`config.mk`:
```
export PLATFORM = sky130hd
export DESIGN_NAME = xpt_sequencer_flat
export DESIGN_NICKNAME = d
export VERILOG_FILES = /design/src/rtl/xpt_sequencer_if.sv /design/src/rtl/xpt_sequencer.sv /design/src/flat_wrapper.sv
export SDC_FILE = /design/constraint.sdc
export NUM_CORES = 1
export LEC_CHECK = 0
export ABC_AREA = 0
export CORE_MARGIN = 5
export CORE_UTILIZATION = 48
export CTS_BUF_LIST = sky130_fd_sc_hd__clkbuf_4
export CTS_CLUSTER_DIAMETER = 60
export CTS_CLUSTER_SIZE = 14
export DETAILED_ROUTE_END_ITERATION = 8
export PLACE_DENSITY_LB_ADDON = 0.12
export RECOVER_POWER = 50
export SLEW_MARGIN = 20
export SYNTH_ARGS = -nofsm -noshare
export SYNTH_HDL_FRONTEND = slang
export SYNTH_SLANG_ARGS = --single-unit
```
`constraint.sdc`:
```
create_clock -name clock -period 2.5 [get_ports clock]
set_input_delay 0.375 -clock clock [delete_from_list [all_inputs] [get_ports clock]]
set_output_delay 0.375 -clock clock [all_outputs]
set_load 0.005 [all_outputs]
```
`src/rtl/xpt_sequencer_if.sv`:
```
// xpt_sequencer_if
//   Bundles the sequencer's bus-side signals into one interface.
//   master : drives Wait / PR_Reset_XPT / DataIn and observes the T-state,
//            opcode and prefix outputs (testbench or upstream fetch logic).
//   slave  : the sequencer itself.
//   Signals:
//     Wait, PR_Reset_XPT, DataIn[7:0]            -> into the sequencer
//     XPT[4:0], notXPT[4:0], Source[7:0],
//     notSource[7:0], DecodeEnable, M1,
//     Prefix_CB, Prefix_ED, Prefix_IX, Prefix_IY,
//     Fault                                      <- out of the sequencer
interface xpt_sequencer_if;
    logic       Wait;
    logic       PR_Reset_XPT;
    logic [7:0] DataIn;
    logic [4:0] XPT;
    logic [4:0] notXPT;
    logic [7:0] Source;
    logic [7:0] notSource;
    logic       DecodeEnable;
    logic       M1;
    logic       Prefix_CB;
    logic       Prefix_ED;
    logic       Prefix_IX;
    logic       Prefix_IY;
    logic       Fault;

    modport master (
        output Wait, PR_Reset_XPT, DataIn,
        input  XPT, notXPT, Source, notSource, DecodeEnable, M1,
               Prefix_CB, Prefix_ED, Prefix_IX, Prefix_IY, Fault
    );

    modport slave (
        input  Wait, PR_Reset_XPT, DataIn,
        output XPT, notXPT, Source, notSource, DecodeEnable, M1,
               Prefix_CB, Prefix_ED, Prefix_IX, Prefix_IY, Fault
    );
endinterface

```
`src/rtl/xpt_sequencer.sv`:
```
// xpt_sequencer
//   T-state counter and opcode latch at the head of the instruction decoder.
//   XPT counts T-states; the opcode byte is sampled from DataIn while
//   XPT == FETCH_T. CB/ED/DD/FD prefix bytes restart the count (re-fetch)
//   and are remembered in the Prefix_* flags until PR_Reset_XPT ends the
//   instruction. Running past MAX_XPT sets a sticky Fault.
//   Ports:
//     clock  : rising-edge clock
//     reset  : synchronous, active-high
//     bus    : xpt_sequencer_if.slave (handshake inputs, state outputs)
//   Parameters:
//     FETCH_T : XPT value of the opcode fetch cycle
//     MAX_XPT : highest legal XPT value
module xpt_sequencer #(
    parameter int FETCH_T = 2,
    parameter int MAX_XPT = 23
) (
    input  logic           clock,
    input  logic           reset,
    xpt_sequencer_if.slave bus
);
    localparam logic [4:0] FT = 5'(FETCH_T);
    localparam logic [4:0] MX = 5'(MAX_XPT);

    localparam logic [7:0] OP_CB = 8'hCB;
    localparam logic [7:0] OP_ED = 8'hED;
    localparam logic [7:0] OP_DD = 8'hDD;
    localparam logic [7:0] OP_FD = 8'hFD;

    logic [4:0] xpt_q, xpt_d;
    logic [4:0] nxpt_q;
    logic [7:0] src_q, src_d;
    logic [7:0] nsrc_q;
    logic       cb_q, cb_d;
    logic       ed_q, ed_d;
    logic       ix_q, ix_d;
    logic       iy_q, iy_d;
    logic       fault_q, fault_d;
    logic       is_pfx;

    // Once CB or ED is active the next byte is always the opcode (covers the
    // DDCB displacement byte and ED followed by DD/FD).
    assign is_pfx = ~(cb_q | ed_q) &
                    ((bus.DataIn == OP_CB) || (bus.DataIn == OP_ED) ||
                     (bus.DataIn == OP_DD) || (bus.DataIn == OP_FD));

    always_comb begin
        xpt_d   = xpt_q;
        src_d   = src_q;
        cb_d    = cb_q;
        ed_d    = ed_q;
        ix_d    = ix_q;
        iy_d    = iy_q;
        fault_d = fault_q;
        if (fault_q) begin
            // frozen until reset
        end else if (bus.PR_Reset_XPT) begin
            xpt_d = '0;
            cb_d  = 1'b0;
            ed_d  = 1'b0;
            ix_d  = 1'b0;
            iy_d  = 1'b0;
        end else if (bus.Wait) begin
            // memory wait: hold everything
        end else if (xpt_q == FT) begin
            if (is_pfx) begin
                xpt_d = '0;
                case (bus.DataIn)
                    OP_CB:   cb_d = 1'b1;
                    OP_ED:   begin ed_d = 1'b1; ix_d = 1'b0; iy_d = 1'b0; end
                    OP_DD:   begin ix_d = 1'b1; iy_d = 1'b0; cb_d = 1'b0; end
                    default: begin iy_d = 1'b1; ix_d = 1'b0; cb_d = 1'b0; end
                endcase
            end else begin
                src_d = bus.DataIn;
                xpt_d = FT + 5'd1;
            end
        end else if (xpt_q < MX) begin
            xpt_d = xpt_q + 5'd1;
        end else begin
            // increment due at MAX_XPT: overrun, XPT holds
            fault_d = 1'b1;
        end
    end

    // Complement rails are separate flops loaded from the same next-state,
    // so each pair changes on the same edge with no combinational skew.
    always_ff @(posedge clock) begin
        if (reset) begin
            xpt_q   <= '0;
            nxpt_q  <= 5'h1F;
            src_q   <= '0;
            nsrc_q  <= 8'hFF;
            cb_q    <= 1'b0;
            ed_q    <= 1'b0;
            ix_q    <= 1'b0;
            iy_q    <= 1'b0;
            fault_q <= 1'b0;
        end else begin
            xpt_q   <= xpt_d;
            nxpt_q  <= ~xpt_d;
            src_q   <= src_d;
            nsrc_q  <= ~src_d;
            cb_q    <= cb_d;
            ed_q    <= ed_d;
            ix_q    <= ix_d;
            iy_q    <= iy_d;
            fault_q <= fault_d;
        end
    end

    assign bus.XPT          = xpt_q;
    assign bus.notXPT       = nxpt_q;
    assign bus.Source       = src_q;
    assign bus.notSource    = nsrc_q;
    assign bus.Prefix_CB    = cb_q;
    assign bus.Prefix_ED    = ed_q;
    assign bus.Prefix_IX    = ix_q;
    assign bus.Prefix_IY    = iy_q;
    assign bus.Fault        = fault_q;
    assign bus.DecodeEnable = (xpt_q > FT) & ~fault_q;
    assign bus.M1           = (xpt_q <= FT) & ~fault_q;
endmodule

```
`src/flat_wrapper.sv`:
```
// flat-port wrapper written by rule: the top's interface ports become plain ports
module xpt_sequencer_flat 
#(
    parameter int FETCH_T = 2,
    parameter int MAX_XPT = 23
)
  (clock, reset, bus_Wait, bus_PR_Reset_XPT, bus_DataIn, bus_XPT, bus_notXPT, bus_Source, bus_notSource, bus_DecodeEnable, bus_M1, bus_Prefix_CB, bus_Prefix_ED, bus_Prefix_IX, bus_Prefix_IY, bus_Fault);
  xpt_sequencer_if bus_i ();
  input  logic clock;
  input  logic reset;
  input wire logic [$bits(bus_i.Wait)-1:0] bus_Wait;
  input wire logic [$bits(bus_i.PR_Reset_XPT)-1:0] bus_PR_Reset_XPT;
  input wire logic [$bits(bus_i.DataIn)-1:0] bus_DataIn;
  output wire logic [$bits(bus_i.XPT)-1:0] bus_XPT;
  output wire logic [$bits(bus_i.notXPT)-1:0] bus_notXPT;
  output wire logic [$bits(bus_i.Source)-1:0] bus_Source;
  output wire logic [$bits(bus_i.notSource)-1:0] bus_notSource;
  output wire logic [$bits(bus_i.DecodeEnable)-1:0] bus_DecodeEnable;
  output wire logic [$bits(bus_i.M1)-1:0] bus_M1;
  output wire logic [$bits(bus_i.Prefix_CB)-1:0] bus_Prefix_CB;
  output wire logic [$bits(bus_i.Prefix_ED)-1:0] bus_Prefix_ED;
  output wire logic [$bits(bus_i.Prefix_IX)-1:0] bus_Prefix_IX;
  output wire logic [$bits(bus_i.Prefix_IY)-1:0] bus_Prefix_IY;
  output wire logic [$bits(bus_i.Fault)-1:0] bus_Fault;
  assign bus_i.Wait = bus_Wait;
  assign bus_i.PR_Reset_XPT = bus_PR_Reset_XPT;
  assign bus_i.DataIn = bus_DataIn;
  assign bus_XPT = bus_i.XPT;
  assign bus_notXPT = bus_i.notXPT;
  assign bus_Source = bus_i.Source;
  assign bus_notSource = bus_i.notSource;
  assign bus_DecodeEnable = bus_i.DecodeEnable;
  assign bus_M1 = bus_i.M1;
  assign bus_Prefix_CB = bus_i.Prefix_CB;
  assign bus_Prefix_ED = bus_i.Prefix_ED;
  assign bus_Prefix_IX = bus_i.Prefix_IX;
  assign bus_Prefix_IY = bus_i.Prefix_IY;
  assign bus_Fault = bus_i.Fault;
  xpt_sequencer #(.FETCH_T(FETCH_T), .MAX_XPT(MAX_XPT)) u_core (.clock(clock), .reset(reset), .bus(bus_i));
endmodule
```
==> metrics <==
RSZ-0062 raised after global routing=false; Total Power=0.000855 W; compound-gate portion of the synthesized area=12.5%; Unique masters post-synth=44; H-tree levels=2; critical path capture point type=output port; Peak supply drop=0.000339 V; Slew HR=59.4%; worst hold stages=2; CTS Buf Count=5; Setup-failing EPs final=0; Final Max Tran Viols=0; clk buf depth=2; largest family of logic cells by synthesized area=simple AND/OR/NAND/NOR gates; top-count cell post-synth=dfxtp_1; CTS tree=yes; FF+latch area=621 µm²; Lkg Pwr=0.726 nW; top layer in use=met4; Post-DP Area=2000 µm²; multiplexer area fraction after synthesis=13.9%; Yosys reg bits=31; Post-CTS Setup Inserts=0; area occupied by multi-input gates=811 µm²; die area=4380 µm²; diode count=0; top cells by instance count after synthesis=dfxtp_1, nor2b_1, mux2i_1; Post-Synth Adder-Cell Area=1.65%; routed vias=1260; initial antenna violation count=0; fraction of layout cells with a size suffix above 1=11.4%; GRT Util Overall=16.5%; Clk pin slew, worst setup/hold paths=0.10 ns; clock root cell=clkbuf_4; routed vias/inst=5.12; Critical Path AT=1.86 ns; Yosys top cell area share=40.9%; Placed Cells=238; Synth Instances=155; Yosys top cell by area=dfxtp_1; fin area=2030 µm²; fraction of registers with async set/reset=0%; Synth Flop Type=dfxtp_1; worst reg-to-reg path cell count=6; syn_area_per_cell=9.78 µm²; Die Wd=66.2 µm; first-pass GRT wire length=5570 µm; Max Cap Viol=0; Sum Neg Setup Slack=0 ns; Mapped Area=1520 µm²; DR WL met3=152 µm; period utilisation layout=89.4%; Final Util=66.5%; worst-path maximum fanout=7; TritonRoute pass-1 iters=4; Power per Cell Area=421 nW/µm²; post-synth net total=169; vias in the first global route=1250; initial core utilization=49.7%; Area contributors post-synth=dfxtp_1, nor2b_1, mux2i_1; Post-synth EDFFs=0; Worst Path Required=2.12 ns; fillcell total=284; met1 WL=1450 µm; clk_skew=0.0120 ns; min cycle time layout=2.24 ns; wire per inst=13.6 µm; port bufs=44; fin nets=215; Simple-Gate Fraction of Synth Area=26.2%; endpoints failing hold=0; Synth warnings=0; Post-Synth XOR/XNOR Area=0.578%; Final GP Congestion=0.851; Die Y=66.2 µm; Area Overhead vs Synth=33.8%; met2 WL=1670 µm; antenna-violating nets left=0; CORE AREA=3050 µm²; # IOs=45; post-DP HPWL=2600 µm; post_cts resized=0; fmax=447 MHz; Seq/Total Area, Yosys=40.9%; grt ovf=0; Clock Latency Late Sink=0.32 ns; Slew @ Worst Pin=0.605 ns; Rows=20; Non-Filler Instances=246; startpoint types=flip-flop; DRC violations left=0; 1st-iter DRT viols=57; hold_buf cts=0; critical path class=flip-flop to output port; worst hold path type=flip-flop to flip-flop; outcome=complete, no violations; Clock Sinks=31; largest net degree at the start of global routing=28; wirelength, routed=3340 µm
## cells by family after synthesis
logic type / count (synthesis)
multiplexers: 20
adder cells (fa/ha/maj): 2
XOR/XNOR: 1
AO/OA/AOI/OAI: 26
AND/OR/NAND/NOR: 63
flip-flops: 31
buffers and inverters: 12
## per-layer routing
metal / vias to the layer above / global-route usage (%)
li1: 647 / -
met1: 569 / 18.0
met2: 35 / 28.9
met3: 9 / 4.93
met4: 0 / 7.61
met5: - / 0
## per-stage QoR
stage | setup WS (ns) | hold slack, ns
floorplan | 0.679 | 0.454
global placement | 0.357 | 0.453
detailed placement | 0.282 | 0.459
CTS | 0.241 | 0.471
global route | 0.0880 | 0.494
finish | 0.264 | 0.465
## path summary, 6_finish.rpt
kind                                       end  slack (ns)                              start
max                           bus_DecodeEnable        0.26                          flip-flop
min          u_core.bus.Prefix_IX$_SDFFE_PP0P_        0.47  u_core.bus.Prefix_IX$_SDFFE_PP0P_
max reg2reg                          flip-flop        0.56                          flip-flop
min reg2reg  u_core.bus.Prefix_IX$_SDFFE_PP0P_        0.47  u_core.bus.Prefix_IX$_SDFFE_PP0P_
## layout by cell type (no fill, tap or decap), types with 4 or more instances in the layout
| master | count |
|---|---|
| nor3_1 | 5 |
| clkbuf_4 | 6 |
| dlygate4sd3_1 | 26 |
| mux2_2 | 7 |
| inv_1 | 4 |
| dfxtp_1 | 31 |
| nor2b_1 | 18 |
| nand3_1 | 4 |
| nand2_1 | 6 |
| nor2_1 | 10 |
| clkdlybuf4s50_1 | 18 |
| mux2i_1 | 11 |
| a21oi_1 | 9 |
## layout make-up
| cell class | count | share of cell area, % |
|---|---|---|
| multi-input cells | 112 | 40.0 |
| flip-flops and latches | 31 | 30.6 |
| repair buffers | 47 | 23.4 |
| well taps | 44 | 2.71 |
| clock buffers | 6 | 2.22 |
| inverters | 4 | 0.740 |
| clock inverters | 2 | 0.370 |
## where the power goes
group          total [W]  switching (W)  internal, W
clock           0.000274       0.000160     0.000115
combinational  0.0000812      0.0000402    0.0000410
sequential      0.000499     0.00000264     0.000497
total           0.000855       0.000202     0.000652
## critical path, cell delays in order (launching register included)
cell,delay (ns)
dfxtp_1,0.46
inv_1,0.07
ha_1,0.23
o21a_1,0.18
nor2_1,0.09
clkdlybuf4s50_1,0.51
No activity file was read; power rests on OpenSTA's default activity.
